--- src/rtl/xdiv.sv ---
// Memory-mapped radix-2 restoring divider, one quotient bit per clock.
// Unsigned or signed (truncating) division selected per start command.
module xdiv #(
   parameter int DATA_W = 32,
   parameter int ADDR_W = 3
) (
   input  logic              clk,
   input  logic              rst,
   input  logic              sel,
   input  logic              we,
   input  logic [ADDR_W-1:0] addr,
   input  logic [DATA_W-1:0] data_in,
   output logic [DATA_W-1:0] data_out
);

   localparam int CNT_W = $clog2(DATA_W);

   localparam logic [ADDR_W-1:0] A_DVD  = ADDR_W'(0);
   localparam logic [ADDR_W-1:0] A_DVS  = ADDR_W'(1);
   localparam logic [ADDR_W-1:0] A_CTRL = ADDR_W'(2);
   localparam logic [ADDR_W-1:0] A_QUO  = ADDR_W'(3);
   localparam logic [ADDR_W-1:0] A_REM  = ADDR_W'(4);

   typedef enum logic {IDLE, RUN} state_t;

   state_t            state;
   logic [DATA_W-1:0] dividend;
   logic [DATA_W-1:0] divisor;
   logic [DATA_W-1:0] quotient;
   logic [DATA_W-1:0] remainder;
   logic              busy;
   logic              done;
   logic              dz;
   logic              sgn_mode;

   logic [DATA_W-1:0] rem_w;
   logic [DATA_W-1:0] quo_w;
   logic [DATA_W-1:0] dvs_w;
   logic              neg_q;
   logic              neg_r;
   logic [CNT_W-1:0]  cnt;

   logic              wr;
   logic              start;
   logic              a_neg;
   logic              b_neg;
   logic [DATA_W-1:0] a_mag;
   logic [DATA_W-1:0] b_mag;
   logic [DATA_W:0]   rem_sh;
   logic [DATA_W:0]   diff;
   logic              borrow;
   logic [DATA_W-1:0] rem_nx;
   logic [DATA_W-1:0] quo_nx;

   assign wr    = sel & we;
   assign start = wr && addr == A_CTRL && data_in[0];

   // Signed mode works on magnitudes; the most-negative value maps to itself.
   assign a_neg = data_in[1] & dividend[DATA_W-1];
   assign b_neg = data_in[1] & divisor[DATA_W-1];
   assign a_mag = a_neg ? -dividend : dividend;
   assign b_mag = b_neg ? -divisor : divisor;

   assign rem_sh = {rem_w, quo_w[DATA_W-1]};
   assign diff   = rem_sh - {1'b0, dvs_w};
   assign borrow = diff[DATA_W];
   assign rem_nx = borrow ? rem_sh[DATA_W-1:0] : diff[DATA_W-1:0];
   assign quo_nx = {quo_w[DATA_W-2:0], ~borrow};

   always_ff @(posedge clk or posedge rst) begin
      if (rst) begin
         state     <= IDLE;
         dividend  <= '0;
         divisor   <= '0;
         quotient  <= '0;
         remainder <= '0;
         busy      <= 1'b0;
         done      <= 1'b0;
         dz        <= 1'b0;
         sgn_mode  <= 1'b0;
         rem_w     <= '0;
         quo_w     <= '0;
         dvs_w     <= '0;
         neg_q     <= 1'b0;
         neg_r     <= 1'b0;
         cnt       <= '0;
      end else begin
         if (wr && addr == A_DVD) dividend <= data_in;
         if (wr && addr == A_DVS) divisor <= data_in;
         case (state)
            IDLE: begin
               if (start) begin
                  sgn_mode <= data_in[1];
                  done     <= 1'b0;
                  dz       <= 1'b0;
                  if (divisor == '0) begin
                     quotient  <= '1;
                     remainder <= dividend;
                     dz        <= 1'b1;
                     done      <= 1'b1;
                  end else begin
                     rem_w <= '0;
                     quo_w <= a_mag;
                     dvs_w <= b_mag;
                     neg_q <= a_neg ^ b_neg;
                     neg_r <= a_neg;
                     busy  <= 1'b1;
                     cnt   <= CNT_W'(DATA_W - 1);
                     state <= RUN;
                  end
               end
            end
            RUN: begin
               rem_w <= rem_nx;
               quo_w <= quo_nx;
               if (cnt == '0) begin
                  quotient  <= neg_q ? -quo_nx : quo_nx;
                  remainder <= neg_r ? -rem_nx : rem_nx;
                  busy      <= 1'b0;
                  done      <= 1'b1;
                  state     <= IDLE;
               end else begin
                  cnt <= cnt - 1'b1;
               end
            end
            default: state <= IDLE;
         endcase
      end
   end

   always_comb begin
      data_out = '0;
      if (sel) begin
         case (addr)
            A_DVD:   data_out = dividend;
            A_DVS:   data_out = divisor;
            A_CTRL:  data_out = {{(DATA_W-4){1'b0}}, sgn_mode, dz, done, busy};
            A_QUO:   data_out = quotient;
            A_REM:   data_out = remainder;
            default: data_out = '0;
         endcase
      end
   end

endmodule
--- config.mk ---
export PLATFORM = sky130hd
export DESIGN_NAME = xdiv
export DESIGN_NICKNAME = d
export VERILOG_FILES = /design/src/rtl/xdiv.sv
export SDC_FILE = /design/constraint.sdc
export NUM_CORES = 1
export LEC_CHECK = 0
export CAP_MARGIN = 5
export CORE_ASPECT_RATIO = 0.5
export CORE_MARGIN = 2
export CORE_UTILIZATION = 48
export DETAILED_ROUTE_END_ITERATION = 8
export MAX_ROUTING_LAYER = met4
export PLACE_DENSITY = 0.65
export SYNTH_ARGS = -nofsm -noshare
export SYNTH_HDL_FRONTEND = slang
export SYNTH_SLANG_ARGS = --single-unit
--- constraint.sdc ---
create_clock -name clk -period 7.8 [get_ports clk]
set_clock_uncertainty 0.1 [all_clocks]
set_input_delay 1.56 -clock clk [delete_from_list [all_inputs] [get_ports clk]]
set_output_delay 1.56 -clock clk [all_outputs]
set_load 0.01 [all_outputs]
# After elaboration in Yosys (flattened, before gate mapping)

Cells that the tools add are included.

Register bits: 236
Output and inout bits: 32

Equality and inequality tests: 9
Reduce and logical (&&, ||, !) cells: 14
Mux-type cells: 37
Add/subtract/negate cells: 6
Bitwise gates (word level): 7

Operator list:

| operator            | count |
|---|---|
| $mux 32             | 16 |
| $pmux 32 s2         | 4 |
| $pmux 32 s5         | 1 |
| $neg 32->32         | 4 |
| $sub 33x32->33      | 1 |
| $logic_not 32->1    | 1 |
| $mux 5              | 3 |
| $reduce_and 3->1    | 4 |
| $pmux 5 s2          | 1 |
| $mux 1              | 9 |
| $ne 2x2->1 const B  | 4 |
| $eq 3x2->1 const B  | 2 |
| $pmux 1 s2          | 3 |
| $reduce_and 2->1    | 3 |
| $logic_not 5->1     | 1 |
| $sub 5x1->5 const B | 1 |
| $logic_and 1x1->1   | 4 |
| $and 1x1->1         | 3 |
| $eq 3x1->1 const B  | 1 |
| $eq 3x3->1 const B  | 1 |
| $logic_not 3->1     | 1 |
| $not 1->1           | 3 |
| $ne 2x1->1 const B  | 1 |
| $xor 1x1->1         | 1 |

# Logic depth before layout (Yosys ltp)

Gate-level depths: netlist of run 1.

Word-level depth: 6
Gate-level depth with buffers: 23
Gate-level depth less buffers: 20

# Least setup slack after synthesis of run 1

OpenSTA, ideal clock, no wires.

Path kind: input to output
Start: input port addr[0]
End: output port data_out[11]
Setup slack: 2.927 ns
Stages: 7
Required time: 6.140 ns
Arrival: 3.213 ns
Path through: clkbuf_1 nor2b_1 nor2b_1 clkbuf_1 buf_1 a22oi_1 a21oi_1

Longest elaborated chain between the ends: 3
Elaborated cells on any way between the ends: 7
Classes of those cells: 4 x eq/ne; 2 x mux; 1 x reduce/logical

Ends and longest elaborated chain:

| what                                     | RTL line | source |
|---|---|---|
| start, declared                          | 11       | `input logic [ADDR_W-1:0] addr,` |
| $eq 3x3->1, or another cell as far along | 134      | `case (addr)` |
| $pmux 32 s5 *                            | 134      |  |
| $mux 32 *                                | 133      | `if (sel) begin` |
| end, declared                            | 13       | `output logic [DATA_W-1:0] data_out` |

Mark *: on every way between the ends. The rest lies on a longest branch, timed or not.

# Worst setup path in the final report of run 1

Start: input port addr[0]
End: output port data_out[13]

The elaborated chain is that of the path after synthesis.

==> flow_summary.ini, run 1 <==
[cts]
root_buffer = clkbuf_16
cts.repair.resized = 0
clk_latency_ps = 550
numCtsBuffers = 24
cts.sinks = 236
ctsHoldBuffers = 0
path_clk_slew_ps = 60
cts_tree = done
htree_num_levels = 1
postCtsSetupRepairBufs = 0
clk_path_buf_depth = 3

[synthesis]
yosysWarnings = 0
synth_adder_area_share_pct = 3.17
synth_flop_cell = dfrtp_1
synth_top_family_by_area = compound AO/OA/AOI/OAI gates
synthCells = 1846
synth.area.top_cells = dfrtp_1 38%, o21ai_0 5.8%, a21oi_1 5.5%, nand2_1 5.2%, mux2_2 5.0%
ys_async_sr_fraction_pct = 100
yosysTopAreaCell = dfrtp_1
synth_edf_count = 0
syn_nets = 1924
yosys.area_share.simple_pct = 16.4
yosysSeqAreaShare_pct = 37.8
synth_area_per_cell_um2 = 8.47
synthMuxAreaShare_pct = 7.32
syn_area_mm2 = 0.0156
synth.top_cell.area_share_pct = 37.8
synthXorXnorAreaFrac_pct = 6.95
synthDistinctLibCells = 77
synth-compound-area-share_pct = 23.9
synth_seq_cells = 236

[placed_design]
gp_congestion = 0.946
place_ws_ps = 1550
hpwlAfterDp_mm = 37.0
portBuffers = 70

[timing]
timing.fmax_ghz = 0.158
setup_viol = 0
final-hold-violation-count = 0
slew_viol_final = 0
worst_slew_pin_slew_ps = 1190
whs_ps = 404
min_period_ps = 6320
fin_ws_ps = 1480
min_period_over_period_pct = 81.0
slew_headroom_pct = 20.4
setup-tns-final_ps = 0
rsz0062_at_grt = no

[min_path]
worstHoldStart = dvs_w[8]
hp-class = flip-flop to flip-flop

[cells_and_area]
final_cell_mix = 235 x dfrtp_1, 215 x nand2_1, 182 x o21ai_0
fin_util_pct = 54.6
final_layout_size_suffix_gt1_share_pct = 8.81
n_antenna_cell = 0
area_delta_synth_final_pct = 11.3
layout_commonest_cell = dfrtp_1
finalNetCount = 1921

[route]
routed_wl_mm = 50.8
wl_per_cell_um = 22.2
dr.pass1.iters = 6
dr.first_iter.drc_count = 1687
route.detailed.drc = 0
viasPerCell = 6.22
num_vias = 14300
antenna_left = 0

[global_route]
grt_max_degree = 164
grt_pass1_wl_mm = 78.5
grt.overflow.total = 0
grt_pass1_vias = 12900
grt_usage_pct = 30.5
antenna_found_initial = 2

[setup_path]
startpoint = addr[0]
critPathMaxFanout = 28
reg2reg_slack_ps = 2460
cp-start-kind = input port
cp.arrival_ps = 4660
ff2ff_path_depth = 16
r2r_end = remainder[28]
crit_required_ps = 6140
crit_end = data_out[13]
end_kind = primary output
timing.rr.start = rem_w[18]
worst-setup-path-type = input port to primary output

[flow_run]
cap_violations = 0

[die]
num_io_pins = 71
die_width_um = 259
rows = 46
die_area_mm2 = 0.0341
die_y_um = 132
core_area_mm2 = 0.0319
initial_core_util_pct = 49.0

[pwr]
p_per_area_mw_per_mm2 = 426
p_leak_nw = 6.90
power.total_w = 0.00741
vdd_drop_max_v = 0.000163

[outcome]
outcome = finished, final reports clean
-- synth_stat cells, types with 32 or more instances --
library cell and instances:
a21oi_1 173, a22oi_1 67, clkbuf_1 77, dfrtp_1 236
ha_1 38, inv_1 59, mux2_2 70, mux2i_1 34
nand2_1 216, nor2_1 145, nor3_1 32, o21ai_0 182
xnor2_1 58, xor2_1 66
-- stage by stage --
step / cell area, µm² / std cells
2_1_floorplan: 15600 / 1846
3_3_place_gp: 16600 / 2249
3_5_place_dp: 16600 / 2249
4_1_cts: 17400 / 2293
5_1_grt: 17400 / 2293
6_report: 17400 / 2293
-- layout make-up --
type | instances | area [µm²]
fillers | 3033 | 14500
multi-input cells | 1432 | 9060
flip-flops and latches | 236 | 5910
repair buffers | 87 | 841
clock buffers | 35 | 713
well taps | 432 | 541
inverters | 62 | 236
clock inverters | 9 | 100
-- sequential cells by signal (all words and copies together), names as in the netlist, 5 cells and up --
signal and cells:
dividend 32, quotient 32, remainder 32, quo_w 32
dvs_w 32, rem_w 32, cnt 5, divisor 32
-- power by group --
part	switching, W	internal (W)
Sequential	0.000640	0.00169
Clock	0.000515	0.000701
Combinational	0.00241	0.00145
Total	0.00357	0.00384
-- metal layers --
layer	GRT usage [%]	vias up	part of all wire, %
met2	41.1	616	40
li1	-	6660	-
met5	-	-	0
met1	47.6	6919	49
met3	5.46	75	8.7
met4	5.27	0	1.7
-- worst min path at each step --
stage                     depth (start not counted)      endpoint  slack [ps]
after detailed placement                          2      dvs_w[8]         380
after CTS                                         2      dvs_w[8]         390
final                                             2      dvs_w[8]         400
after global routing                              2  remainder[0]         420
after global placement                            2      dvs_w[8]         370
after floorplan                                   2          busy         340
-- worst max-delay path, stage by stage --
cell,delay (ps)
clkdlybuf4s50_1,710
nor2b_1,380
and2_1,980
a22oi_1,210
a21oi_1,210
clkdlybuf4s50_1,580
-- logic make-up after synthesis --
family | count (synthesis)
AO/OA/AOI/OAI | 605
AND/OR/NAND/NOR | 559
flip-flops | 236
buffers and inverters | 178
XOR/XNOR | 124
multiplexers | 105
adder cells (fa/ha/maj) | 39
(Power assumes the default switching activity.)
==> inputs of run 2 (changes only) <==
PLACE_DENSITY = 0.63   (was 0.65)
clock period = 6.3 ns   (was 7.8 ns; I/O delays follow)
==> run 2 against run 1 <==
Register-to-register slack lost 1200 ps. Clock-buffer cell count shrank 7. Via count grew 0.12%. Non-clock buffer count grew 4. Global-route usage grew 0.33 points. Die area is the same. Critical path depth grew 1. Utilization grew 0.051 points. Wire length grew 1.2%. First-iteration DRC count shrank 12%. Sequential cell count is the same. Critical path type unchanged. Critical endpoint is now data_out[31].
==> flow_summary.ini, run 2 (synthesis gave the netlist of run 1 again) <==
[outcome]
outcome = finished, final reports clean

[cts]
ctsHoldBuffers = 0
postCtsSetupRepairBufs = 0
cts_tree = done
root_buffer = clkbuf_16
clk_latency_ps = 560
numCtsBuffers = 24
cts.repair.resized = 0
htree_num_levels = 1
cts.sinks = 236
clk_path_buf_depth = 3
path_clk_slew_ps = 60

[timing]
setup_viol = 0
slew_viol_final = 0
final-hold-violation-count = 0
rsz0062_at_grt = no
min_period_over_period_pct = 86.8
worst_slew_pin_slew_ps = 1100
slew_headroom_pct = 26.5
timing.fmax_ghz = 0.183
setup-tns-final_ps = 0
whs_ps = 391
min_period_ps = 5470

[setup_path]
crit_path_cell_trace = clkdlybuf4s50_1, nor2b_1, and2_1, buf_4, a22oi_1, a21oi_1, clkdlybuf4s50_1
timing.rr.start = rem_w[14]
critPathMaxFanout = 14
cp.arrival_ps = 4110
r2r_end = remainder[30]
crit_required_ps = 4940
slowest_delay_ps = 690
slowest_stage = clkdlybuf4s50_1
path_common_cell = clkdlybuf4s50_1
ff2ff_path_depth = 16
reg2reg_slack_ps = 1250
end_kind = primary output
worst-setup-path-type = input port to primary output
cp-start-kind = input port

[die]
num_io_pins = 71
die_y_um = 132
die_width_um = 259
rows = 46
core_area_mm2 = 0.0319
die_area_mm2 = 0.0341
initial_core_util_pct = 49.0

[global_route]
grt.overflow.total = 0
grt_max_degree = 135
met1_usage_pct = 49.4
use_met3_pct = 4.57
grt-busiest-layer = met1
use_met2_pct = 40.9
grt_pass1_vias = 12900
grt_usage_pct = 30.9
grt_pass1_wl_mm = 79.3
antenna_found_initial = 0

[pwr]
vdd_drop_max_v = 0.000258
p_per_area_mw_per_mm2 = 525
p_leak_nw = 6.90
p_switching_w = 0.00446
seqPwrFrac_pct = 31.4
p_int_w = 0.00468
p_comb_share_pct = 52.6
switching_share_pct = 48.8
p_clk_share_pct = 16.0

[cells_and_area]
final_layout_size_suffix_gt1_share_pct = 9.33
final_cell_mix = 235 x dfrtp_1, 215 x nand2_1, 182 x o21ai_0
area_delta_synth_final_pct = 11.4
multi_input_area_mm2 = 0.00906
n_antenna_cell = 0
seq_area_mm2 = 0.00591
finalNetCount = 1925
layout_commonest_cell = dfrtp_1
fin_cells = 2297
nFillCells = 3077

[placed_design]
post-place-cells = 2253
portBuffers = 70
hpwlAfterDp_mm = 37.5
gp_congestion = 0.962

[route]
routed_wl_mm = 51.4
viasPerCell = 6.22
dr.pass1.iters = 6
dr.first_iter.drc_count = 1491
route.detailed.drc = 0
antenna_left = 0
wl_per_cell_um = 22.4
num_vias = 14300

[flow_run]
cap_violations = 0

[min_path]
min_path_cells = 2
worstHoldStart = dvs_w[0]
hold_end = dvs_w[0]
hp-class = flip-flop to flip-flop
-- run 2: power by group through the flow --
stage	registers [W]	logic [W]	clock network, W
finish	0.00287	0.00480	0.00146
floorplan	0.00250	0.00353	0
CTS	0.00284	0.00469	0.00148
global route	0.00294	0.00526	0.00154
detailed placement	0.00286	0.00465	0
global placement	0.00285	0.00463	0
-- run 2: worst max-delay path by stage --
stage	startpoint	to	slack, ps	cells after the start
floorplan	rem_w[8]	remainder[30]	1690	20
global placement	addr[0]	data_out[31]	920	7
detailed placement	addr[0]	data_out[27]	890	7
global route	addr[0]	data_out[28]	670	7
CTS	addr[0]	data_out[27]	870	7
finish	addr[0]	data_out[31]	830	7
-- run 2: final cells by class --
type                       instances  area share [%]
clock buffer                      28            3.71
multi-input combinational       1432            52.0
clock inverter                    16           0.869
inverter                          62            1.36
tap                              432            3.10
timing repair buffer              91            5.00
sequential                       236            33.9
-- run 2: stage by stage --
step | worst slack, ps | total power [W] | instance area [µm²] | util (%)
after floorplan | 1690 | 0.00602 | 15600 | -
after global placement | 919 | 0.00749 | 16600 | 52.1
after detailed placement | 888 | 0.00751 | 16600 | 52.1
after CTS | 874 | 0.00901 | 17400 | 54.6
after global routing | 669 | 0.00974 | 17400 | 54.6
final | 832 | 0.00914 | 17400 | 54.6
-- run 2: worst max-delay path, delay by kind of cell --
family                 cells  cell delay [ps]
AOI/OAI and AO/OA          2              220
buffers and inverters      3             1570
and+or+nand+nor            2             1040
-- run 2: layer usage --
layer	routed length [µm]	up-vias
li1	-	6661
met1	25400	6975
met2	20700	595
met3	4580	56
met4	779	0
met5	0	-
==> inputs of run 3 (changes only) <==
--- a/config.mk
+++ b/config.mk
@@ -13,4 +13,5 @@
 export MAX_ROUTING_LAYER = met4
 export PLACE_DENSITY = 0.63
+export SLEW_MARGIN = 20
 export SYNTH_ARGS = -nofsm -noshare
 export SYNTH_HDL_FRONTEND = slang
==> constraint.sdc (replaced) <==
create_clock -name clk -period 6.3 [get_ports clk]
set_clock_uncertainty 0.1 [all_clocks]
set_input_delay 1.26 -clock clk [delete_from_list [all_inputs] [get_ports clk]]
set_output_delay 1.26 -clock clk [all_outputs]
set_load 0.02 [all_outputs]
==> run 3 against run 2 <==
Worst setup slack got worse by 10 ps. First-iteration DRC count is 1.9% higher. Die area is the same. Non-clock buffer count is 2 higher. Sequential power about the same. Global-route usage is 0.24 points lower. Via count up 0.90%. Utilization increased by 0.067 points. Cell count barely moved. Power rose by 0.56%. Critical path type unchanged. Highest routed layer unchanged.
==> flow_summary.ini, run 3 (synthesis gave the netlist of run 1 again) <==
[pwr]
p_per_area_mw_per_mm2 = 527
p_leak_nw = 6.93
power.total_w = 0.00919
vdd_drop_max_v = 0.000229

[timing]
rsz0062_at_grt = no
whs_ps = 389
final-hold-violation-count = 0
timing.fmax_ghz = 0.183
slew_headroom_pct = 32.2
worst_slew_pin_slew_ps = 1010
slew_viol_final = 0
min_period_ps = 5480
setup_viol = 0
min_period_over_period_pct = 87.0
setup-tns-final_ps = 0

[global_route]
grt_pass1_vias = 13100
grt_usage_pct = 30.6
grt_max_degree = 100
grt.overflow.total = 0
antenna_found_initial = 0
grt_pass1_wl_mm = 79.3

[outcome]
outcome = finished, final reports clean

[cts]
cts.repair.resized = 0
ctsHoldBuffers = 0
numCtsBuffers = 24
root_buffer = clkbuf_16
htree_num_levels = 1
cts.sinks = 236
clk_path_buf_depth = 3
clk_latency_ps = 550
path_clk_slew_ps = 60
postCtsSetupRepairBufs = 0
cts_tree = done

[cells_and_area]
layout_commonest_cell = dfrtp_1
area_delta_synth_final_pct = 11.6
fin_util_pct = 54.7
final_layout_size_suffix_gt1_share_pct = 9.06
n_antenna_cell = 0
final_cell_mix = 235 x dfrtp_1, 215 x nand2_1, 182 x o21ai_0
finalNetCount = 1927
design_area_mm2 = 0.0174

[route]
route.detailed.drc = 0
viasPerCell = 6.27
dr.pass1.iters = 6
wl_met1_mm = 25.4
routed_wl_mm = 51.4
num_vias = 14400
wl_per_cell_um = 22.3
wl_met2_mm = 20.5
top_layer = met4
dr.first_iter.drc_count = 1520
wl_met3_mm = 4.77
antenna_left = 0

[placed_design]
portBuffers = 70
hpwlAfterDp_mm = 37.4
gp_congestion = 0.971
place_area_mm2 = 0.0166

[setup_path]
timing.rr.start = rem_w[8]
worst-setup-path-type = input port to primary output
end_kind = primary output
startpoint = addr[0]
cp.arrival_ps = 4120
critPathMaxFanout = 12
crit_required_ps = 4940
cp-start-kind = input port

[die]
num_io_pins = 71
core_area_mm2 = 0.0319
rows = 46
die_width_um = 259
die_area_mm2 = 0.0341
die_y_um = 132
initial_core_util_pct = 49.0

[min_path]
hp-class = flip-flop to flip-flop
worstHoldStart = remainder[1]

[flow_run]
cap_violations = 0
-- run 3: path summary, 6_finish.rpt --
kind,end,slack (ps),cells past startpoint
min in group asynchronous,dividend[21],1130,2
max in group asynchronous,quotient[24],3790,3
setup / recovery,data_out[30],820,7
setup reg to reg,remainder[30],1160,16
hold reg to reg,remainder[1],390,2
hold / removal,remainder[1],390,2
-- run 3: metal layers --
layer | up-vias | global-route usage [%]
met5 | - | -
met4 | 0 | 4.82
met3 | 47 | 6.71
met2 | 550 | 39.8
met1 | 7141 | 48.4
li1 | 6678 | -
-- run 3: cell type report --
class                      instances  area [µm²]
clock buffer                      36         696
multi-input combinational       1432        9060
fill                            3040       14500
tap                              432         541
clock inverter                     7         100
inverter                          62         236
timing repair buffer              93         893
sequential                       236        5910
-- run 3: through the flow --
step	cells	setup WS (ps)
3_3_place_gp	2254	903
5_1_grt	2298	699
6_report	2298	822
4_1_cts	2297	895
2_1_floorplan	1846	1690
3_5_place_dp	2254	903
-- run 3: report_power, final --
part	internal [W]	switching [W]	leakage (nW)
sequential	0.00209	0.000759	2.81
clock	0.000847	0.000634	0.391
combinational	0.00180	0.00305	3.72
total	0.00474	0.00445	6.93
-- run 3: critical path, stage by stage --
cell,delay [ps]
clkdlybuf4s50_1,710
nor2b_1,390
and2_1,530
buf_4,300
a22oi_1,90
a21oi_1,170
clkdlybuf4s50_1,660
